===== src/rtl/blit_uart_tx.sv =====
// 8N1 serial transmitter for the host-link byte stream: a small pointer-based
// FIFO feeding a two-process frame FSM with a per-bit reloading baud counter.
module blit_uart_tx #(
    parameter int HZ         = 100_000_000,
    parameter int BAUD       = 115200,
    parameter int DEPTH_LOG2 = 4
) (
    input  logic       clk,
    input  logic       rst,
    input  logic       in_valid,
    input  logic [7:0] in_data,
    output logic       in_ready,
    output logic       tx,
    output logic       busy
);

    localparam int DIV   = (HZ + BAUD / 2) / BAUD;
    localparam int DEPTH = 1 << DEPTH_LOG2;
    localparam int CW    = (DIV > 1) ? $clog2(DIV) : 1;
    localparam logic [CW-1:0] DIV_M1 = CW'(DIV - 1);

    if (DIV < 2) begin : g_div_check
        $error("blit_uart_tx: HZ/BAUD gives a bit period shorter than 2 clocks");
    end

    typedef enum logic [1:0] {IDLE, START, DATA, STOP} state_t;

    // ---------------- FIFO ----------------
    logic [7:0]          mem [DEPTH];
    logic [DEPTH_LOG2:0] wr_ptr, rd_ptr;
    logic                empty, full, push, pop;
    logic [7:0]          head;

    assign empty    = (wr_ptr == rd_ptr);
    assign full     = (wr_ptr[DEPTH_LOG2] != rd_ptr[DEPTH_LOG2]) &&
                      (wr_ptr[DEPTH_LOG2-1:0] == rd_ptr[DEPTH_LOG2-1:0]);
    assign in_ready = !rst && !full;
    assign push     = in_valid && in_ready;
    assign head     = mem[rd_ptr[DEPTH_LOG2-1:0]];

    // NOTE: the storage array has no reset; the pointers alone decide which entries are valid.
    always_ff @(posedge clk) begin
        if (push) mem[wr_ptr[DEPTH_LOG2-1:0]] <= in_data;
    end

    // NOTE: sequential state uses non-blocking assignments so every register samples pre-edge values.
    always_ff @(posedge clk) begin
        if (rst) begin
            wr_ptr <= '0;
            rd_ptr <= '0;
        end else begin
            if (push) wr_ptr <= wr_ptr + 1'b1;
            if (pop)  rd_ptr <= rd_ptr + 1'b1;
        end
    end

    // ---------------- Frame FSM ----------------
    state_t          state_q, state_d;
    logic [CW-1:0]   cnt_q, cnt_d;
    logic [2:0]      idx_q, idx_d;
    logic [7:0]      shift_q, shift_d;
    logic            tx_q, tx_d;
    logic            bit_end;

    assign bit_end = (cnt_q == '0);

    always_ff @(posedge clk) begin
        if (rst) begin
            state_q <= IDLE;
            cnt_q   <= '0;
            idx_q   <= '0;
            shift_q <= '0;
            tx_q    <= 1'b1;
        end else begin
            state_q <= state_d;
            cnt_q   <= cnt_d;
            idx_q   <= idx_d;
            shift_q <= shift_d;
            tx_q    <= tx_d;
        end
    end

    // NOTE: every output of this block gets a default first, so no path can infer a latch.
    always_comb begin
        state_d = state_q;
        cnt_d   = cnt_q;
        idx_d   = idx_q;
        shift_d = shift_q;
        tx_d    = tx_q;
        pop     = 1'b0;

        unique case (state_q)
            IDLE: begin
                tx_d = 1'b1;
                if (!empty) begin
                    pop     = 1'b1;
                    shift_d = head;
                    cnt_d   = DIV_M1;
                    tx_d    = 1'b0;
                    state_d = START;
                end
            end
            START: begin
                if (bit_end) begin
                    cnt_d   = DIV_M1;
                    idx_d   = '0;
                    tx_d    = shift_q[0];
                    state_d = DATA;
                end else begin
                    cnt_d = cnt_q - 1'b1;
                end
            end
            DATA: begin
                if (bit_end) begin
                    cnt_d   = DIV_M1;
                    shift_d = shift_q >> 1;
                    idx_d   = idx_q + 1'b1;
                    if (idx_q == 3'd7) begin
                        tx_d    = 1'b1;
                        state_d = STOP;
                    end else begin
                        tx_d = shift_q[1];
                    end
                end else begin
                    cnt_d = cnt_q - 1'b1;
                end
            end
            STOP: begin
                if (bit_end) begin
                    // Chain straight into the next start bit when more data is queued.
                    if (!empty) begin
                        pop     = 1'b1;
                        shift_d = head;
                        cnt_d   = DIV_M1;
                        tx_d    = 1'b0;
                        state_d = START;
                    end else begin
                        tx_d    = 1'b1;
                        state_d = IDLE;
                    end
                end else begin
                    cnt_d = cnt_q - 1'b1;
                end
            end
            default: state_d = IDLE;
        endcase
    end

    assign tx   = tx_q;
    assign busy = (state_q != IDLE) || !empty;

endmodule

===== config.mk =====
export PLATFORM = sky130hd
export DESIGN_NAME = blit_uart_tx
export DESIGN_NICKNAME = d
export VERILOG_FILES = /design/src/rtl/blit_uart_tx.sv
export SDC_FILE = /design/constraint.sdc
export NUM_CORES = 1
export LEC_CHECK = 0
export ABC_AREA = 1
export CAP_MARGIN = 15
export CORE_ASPECT_RATIO = 1.25
export CORE_MARGIN = 4
export CORE_UTILIZATION = 60
export CTS_CLUSTER_SIZE = 16
export DETAILED_ROUTE_END_ITERATION = 8
export DONT_BUFFER_PORTS = 1
export PLACE_DENSITY = 0.76
export SLEW_MARGIN = 10
export SYNTH_ARGS = -nofsm -noshare
export SYNTH_HDL_FRONTEND = slang
export SYNTH_SLANG_ARGS = --single-unit

===== constraint.sdc =====
create_clock -name clk -period 3.4 [get_ports clk]
set_input_delay 0.34 -clock clk [delete_from_list [all_inputs] [get_ports clk]]
set_output_delay 0.34 -clock clk [all_outputs]
set_load 0.005 [all_outputs]

==> flow_summary.rst <==
.. list-table::
   :header-rows: 1

   * - Metric
     - Value
   * - Result of the run
     - completed
   * - Number of buffers inserted by hold repair at cts
     - 1
   * - Critical path fanouts, max
     - 10
   * - Clock root buffer
     - sky130_fd_sc_hd__clkbuf_16
   * - Multiplexer area fraction after synthesis
     - 0
   * - Power per cell area
     - 706 nW/µm²
   * - RR Endpoint
     - mem[12][6]
   * - Relative max-transition margin
     - 0.353
   * - Maximum number of pins on one net before global-route repair
     - 70
   * - Total length of routed wires
     - 16,600 µm
   * - Required arrival time at the worst endpoint
     - 3.44 ns
   * - Number of I/O pins
     - 14
   * - Antenna diode count
     - 0
   * - Library cells used by synthesis
     - 39
   * - Number of nets produced by synthesis
     - 833
   * - Worst reg-to-reg setup slack
     - 1.09 ns
   * - Arr. time, crit path
     - 2.35 ns
   * - Proportion of register bits with asynchronous set or reset after synthesis
     - 0
   * - Share of the synthesized area in compound gates (AO/OA/AOI/OAI)
     - 0.0567
   * - Post-CTS resize count
     - 0
   * - Unrepaired setup endpoints after global routing
     - no
   * - Iteration-0 DRC Markers
     - 411
   * - Critical path class
     - register to register
   * - Synth Warn #
     - 0
   * - Start point of the worst min-delay path
     - in_data[4]
   * - Final Max Slew Viols
     - 0
   * - Simple-gate area share of the yosys netlist
     - 0.233
   * - Type of element launching the critical path
     - register
   * - Number of failing setup endpoints in the final timing report
     - 0
   * - Number of iterations in the first detailed-routing pass
     - 5
   * - Die X
     - 109 µm
   * - Die H
     - 135 µm
   * - Hold path endpoint
     - mem[10][4]
   * - Fraction of the yosys area taken by sequential cells
     - 0.599
   * - Wire length of the first global-routing pass
     - 26,700 µm
   * - Effective utilization at floorplan
     - 0.623
   * - Die Outline Area
     - 14,700 µm²
   * - Period utilization
     - 0.679
   * - Number of max-cap violations
     - 0
   * - Vias in the first global route
     - 5,255
   * - Synthesized area
     - 7680 µm²
   * - Worst vdd rail ir drop
     - 0.572 mV
   * - Area of the placeable core
     - 12,300 µm²
   * - Post-synthesis average cell area
     - 9.49 µm²
   * - Row Count
     - 45
   * - Via total after detailed routing
     - 5,392
   * - Register bit total from synthesis
     - 166
   * - Via-to-Cell Ratio
     - 5.47
   * - Total routing usage reported by global routing
     - 0.241
   * - Mean routed wirelength per cell
     - 16.9 µm
   * - Layout cell share with drive strength beyond 1
     - 0.101
   * - Hold Fails Final Rpt
     - 0
   * - Final min period
     - 2.31 ns
   * - Global placer's final weighted congestion
     - 0.927
   * - Post-synth top flop
     - sky130_fd_sc_hd__edfxtp_1
   * - Deepest clock path buffer count
     - 2
   * - H-tree levels
     - 4
   * - Setup skew after layout
     - 0.00653 ns
   * - F_max
     - 0.433 GHz
   * - Measured slew at the worst slew-check pin
     - 0.971 ns
   * - Initial antenna violation count
     - 0
   * - CTS tree
     - done
   * - Number of cells on the worst hold path
     - 0
   * - Synthesized-area fraction occupied by xor and xnor cells
     - 0.0135
   * - Final net count
     - 833
   * - Post-CTS setup buffer count
     - 0
   * - Num Clock Sinks
     - 166
   * - Total CTS buffers
     - 17
   * - DRC
     - 0
   * - Launch instance of the worst register-to-register path
     - wr_ptr[2]
   * - Detail Placement HPWL
     - 10,700 µm
   * - CTS clock-pin slew for the worst setup and hold paths
     - 0.06 ns
   * - Overflow left after global routing
     - 0
   * - Antenna Violating Nets Remaining
     - 0
   * - Signed area change from the synthesized netlist to the final layout
     - 9.45%
   * - Post-Route Setup TNS
     - 0 ns
   * - Cells after Synth
     - 809
   * - Combinational family with the most area after synthesis
     - simple AND/OR/NAND/NOR gates
   * - Port bufs
     - 0
   * - Worst Setup End Kind
     - register
   * - Number of synthesized flops with an enable pin
     - 128
   * - Leakage power
     - 3.42 nW
   * - Class of the tightest hold or removal check
     - input port to register
   * - Count of cells along the worst register-to-register path
     - 8
   * - Total power of the final layout
     - 5.93 mW
   * - Skew-Pair Late Insertion Delay
     - 0.41 ns
   * - Area share of fa/ha/maj cells after synthesis
     - 0.0212
## metrics by stage
stage	instances	util	instance area (µm²)	hold WS [ns]	worst slack, ns
5_1_grt	985	0.682	8410	-0.000970	0.908
6_report	985	0.682	8410	0.0198	1.09
3_3_place_gp	946	0.629	7750	0.408	1.17
4_1_cts	978	0.675	8320	0.00472	1.06
3_5_place_dp	946	0.629	7750	0.408	1.09
2_1_floorplan	809	-	7680	0.430	1.34
## routing by layer
layer / part of all wire / track usage / vias to the layer above
li1: - / - / 2645
met1: 0.38 / 0.296 / 2530
met2: 0.53 / 0.409 / 177
met3: 0.062 / 0.0531 / 40
met4: 0.031 / 0.105 / 0
met5: 0 / 0 / -
## where the power goes
group / internal (mW) / leakage [nW] / switching (mW)
logic: 0.573 / 1.69 / 1.20
registers: 2.29 / 1.46 / 0.0793
clock network: 1.06 / 0.261 / 0.720
total: 3.93 / 3.42 / 2.00
## worst max path at each step
| stage | start | to | depth (start not counted) |
|---|---|---|---|
| finish | wr_ptr[2] | mem[12][6] | 8 |
| global route | wr_ptr[2] | mem[2][4] | 8 |
| CTS | wr_ptr[2] | mem[2][4] | 8 |
| detailed placement | wr_ptr[2] | mem[2][6] | 8 |
| global placement | rd_ptr[4] | mem[8][4] | 7 |
| floorplan | rd_ptr[4] | mem[11][0] | 7 |
## cells by family (layout without fill, tap and decap cells)
| logic type | count (synthesis) | after routing |
|---|---|---|
| fa+ha+maj | 13 | 13 |
| xor+xnor | 11 | 11 |
| flops | 166 | 166 |
| buf+inv | 139 | 151 |
| simple gates | 408 | 408 |
| compound gates | 72 | 72 |
## critical path, stage by stage (launching register included)
cell,delay (ns)
sky130_fd_sc_hd__dfxtp_1,0.46
sky130_fd_sc_hd__nand2_1,0.10
sky130_fd_sc_hd__nand2_2,0.12
sky130_fd_sc_hd__nor2_8,0.06
sky130_fd_sc_hd__nand3_1,0.08
sky130_fd_sc_hd__nand2_2,0.10
sky130_fd_sc_hd__nor2_8,0.19
sky130_fd_sc_hd__nand2_1,0.20
sky130_fd_sc_hd__nor2_1,0.62
## Yosys cell counts, types with 3 or more instances
cell type                  number  area (µm²)
sky130_fd_sc_hd__nor2_1        61         229
sky130_fd_sc_hd__ha_1          13         163
sky130_fd_sc_hd__a21oi_1       26         130
sky130_fd_sc_hd__buf_4          5        37.5
sky130_fd_sc_hd__inv_1         90         338
sky130_fd_sc_hd__nand2_2        7        43.8
sky130_fd_sc_hd__buf_2         11        55.1
sky130_fd_sc_hd__buf_6          3        33.8
sky130_fd_sc_hd__o21ai_0       24         120
sky130_fd_sc_hd__nand2_1      225         845
sky130_fd_sc_hd__nand3_1       97         485
sky130_fd_sc_hd__edfxtp_1     128        3840
sky130_fd_sc_hd__inv_2         12        45.0
sky130_fd_sc_hd__o211ai_1       5        37.5
sky130_fd_sc_hd__dfxtp_1       38         761
sky130_fd_sc_hd__clkbuf_1      11        41.3
sky130_fd_sc_hd__xor2_1         8        70.1
sky130_fd_sc_hd__a21oi_2       12         105
sky130_fd_sc_hd__nor3_1         4        20.0
## sequential cells by signal, summed over array words and instances (netlist names), named ones only
signal   count
rd_ptr       5
state_q      2
idx_q        3
cnt_q       10
wr_ptr       5
mem        128
shift_q      8
tx           1
## placed cells by master (no fill, tap or decap), types with 3 or more instances in the layout
| cell | synthesis | layout |
|---|---|---|
| sky130_fd_sc_hd__o211ai_1 | 5 | 5 |
| sky130_fd_sc_hd__clkinv_1 | 2 | 4 |
| sky130_fd_sc_hd__a21oi_1 | 26 | 26 |
| sky130_fd_sc_hd__a21oi_2 | 12 | 12 |
| sky130_fd_sc_hd__buf_4 | 5 | 6 |
| sky130_fd_sc_hd__clkinv_2 | 1 | 5 |
| sky130_fd_sc_hd__o21ai_0 | 24 | 24 |
| sky130_fd_sc_hd__nand3_1 | 97 | 97 |
| sky130_fd_sc_hd__ha_1 | 13 | 13 |
| sky130_fd_sc_hd__inv_1 | 90 | 90 |
| sky130_fd_sc_hd__inv_2 | 12 | 12 |
| sky130_fd_sc_hd__dfxtp_1 | 38 | 37 |
| sky130_fd_sc_hd__nor3_1 | 4 | 4 |
| sky130_fd_sc_hd__edfxtp_1 | 128 | 128 |
| sky130_fd_sc_hd__clkbuf_16 | 0 | 17 |
| sky130_fd_sc_hd__xor2_1 | 8 | 8 |
| sky130_fd_sc_hd__nand2_2 | 7 | 7 |
| sky130_fd_sc_hd__clkbuf_1 | 11 | 3 |
| sky130_fd_sc_hd__dlygate4sd3_1 | 0 | 6 |
| sky130_fd_sc_hd__nand2_1 | 225 | 225 |
| sky130_fd_sc_hd__clkinvlp_4 | 0 | 3 |
| sky130_fd_sc_hd__nor2_1 | 61 | 61 |
## layout make-up
type	count	area, µm²
flip-flops and latches	166	4610
fillers	873	3920
multi-input cells	504	2490
clock buffers	20	437
inverters	106	404
well taps	164	205
repair buffers	14	153
clock inverters	11	110
Note: power is estimated with default switching activity, not from simulation.
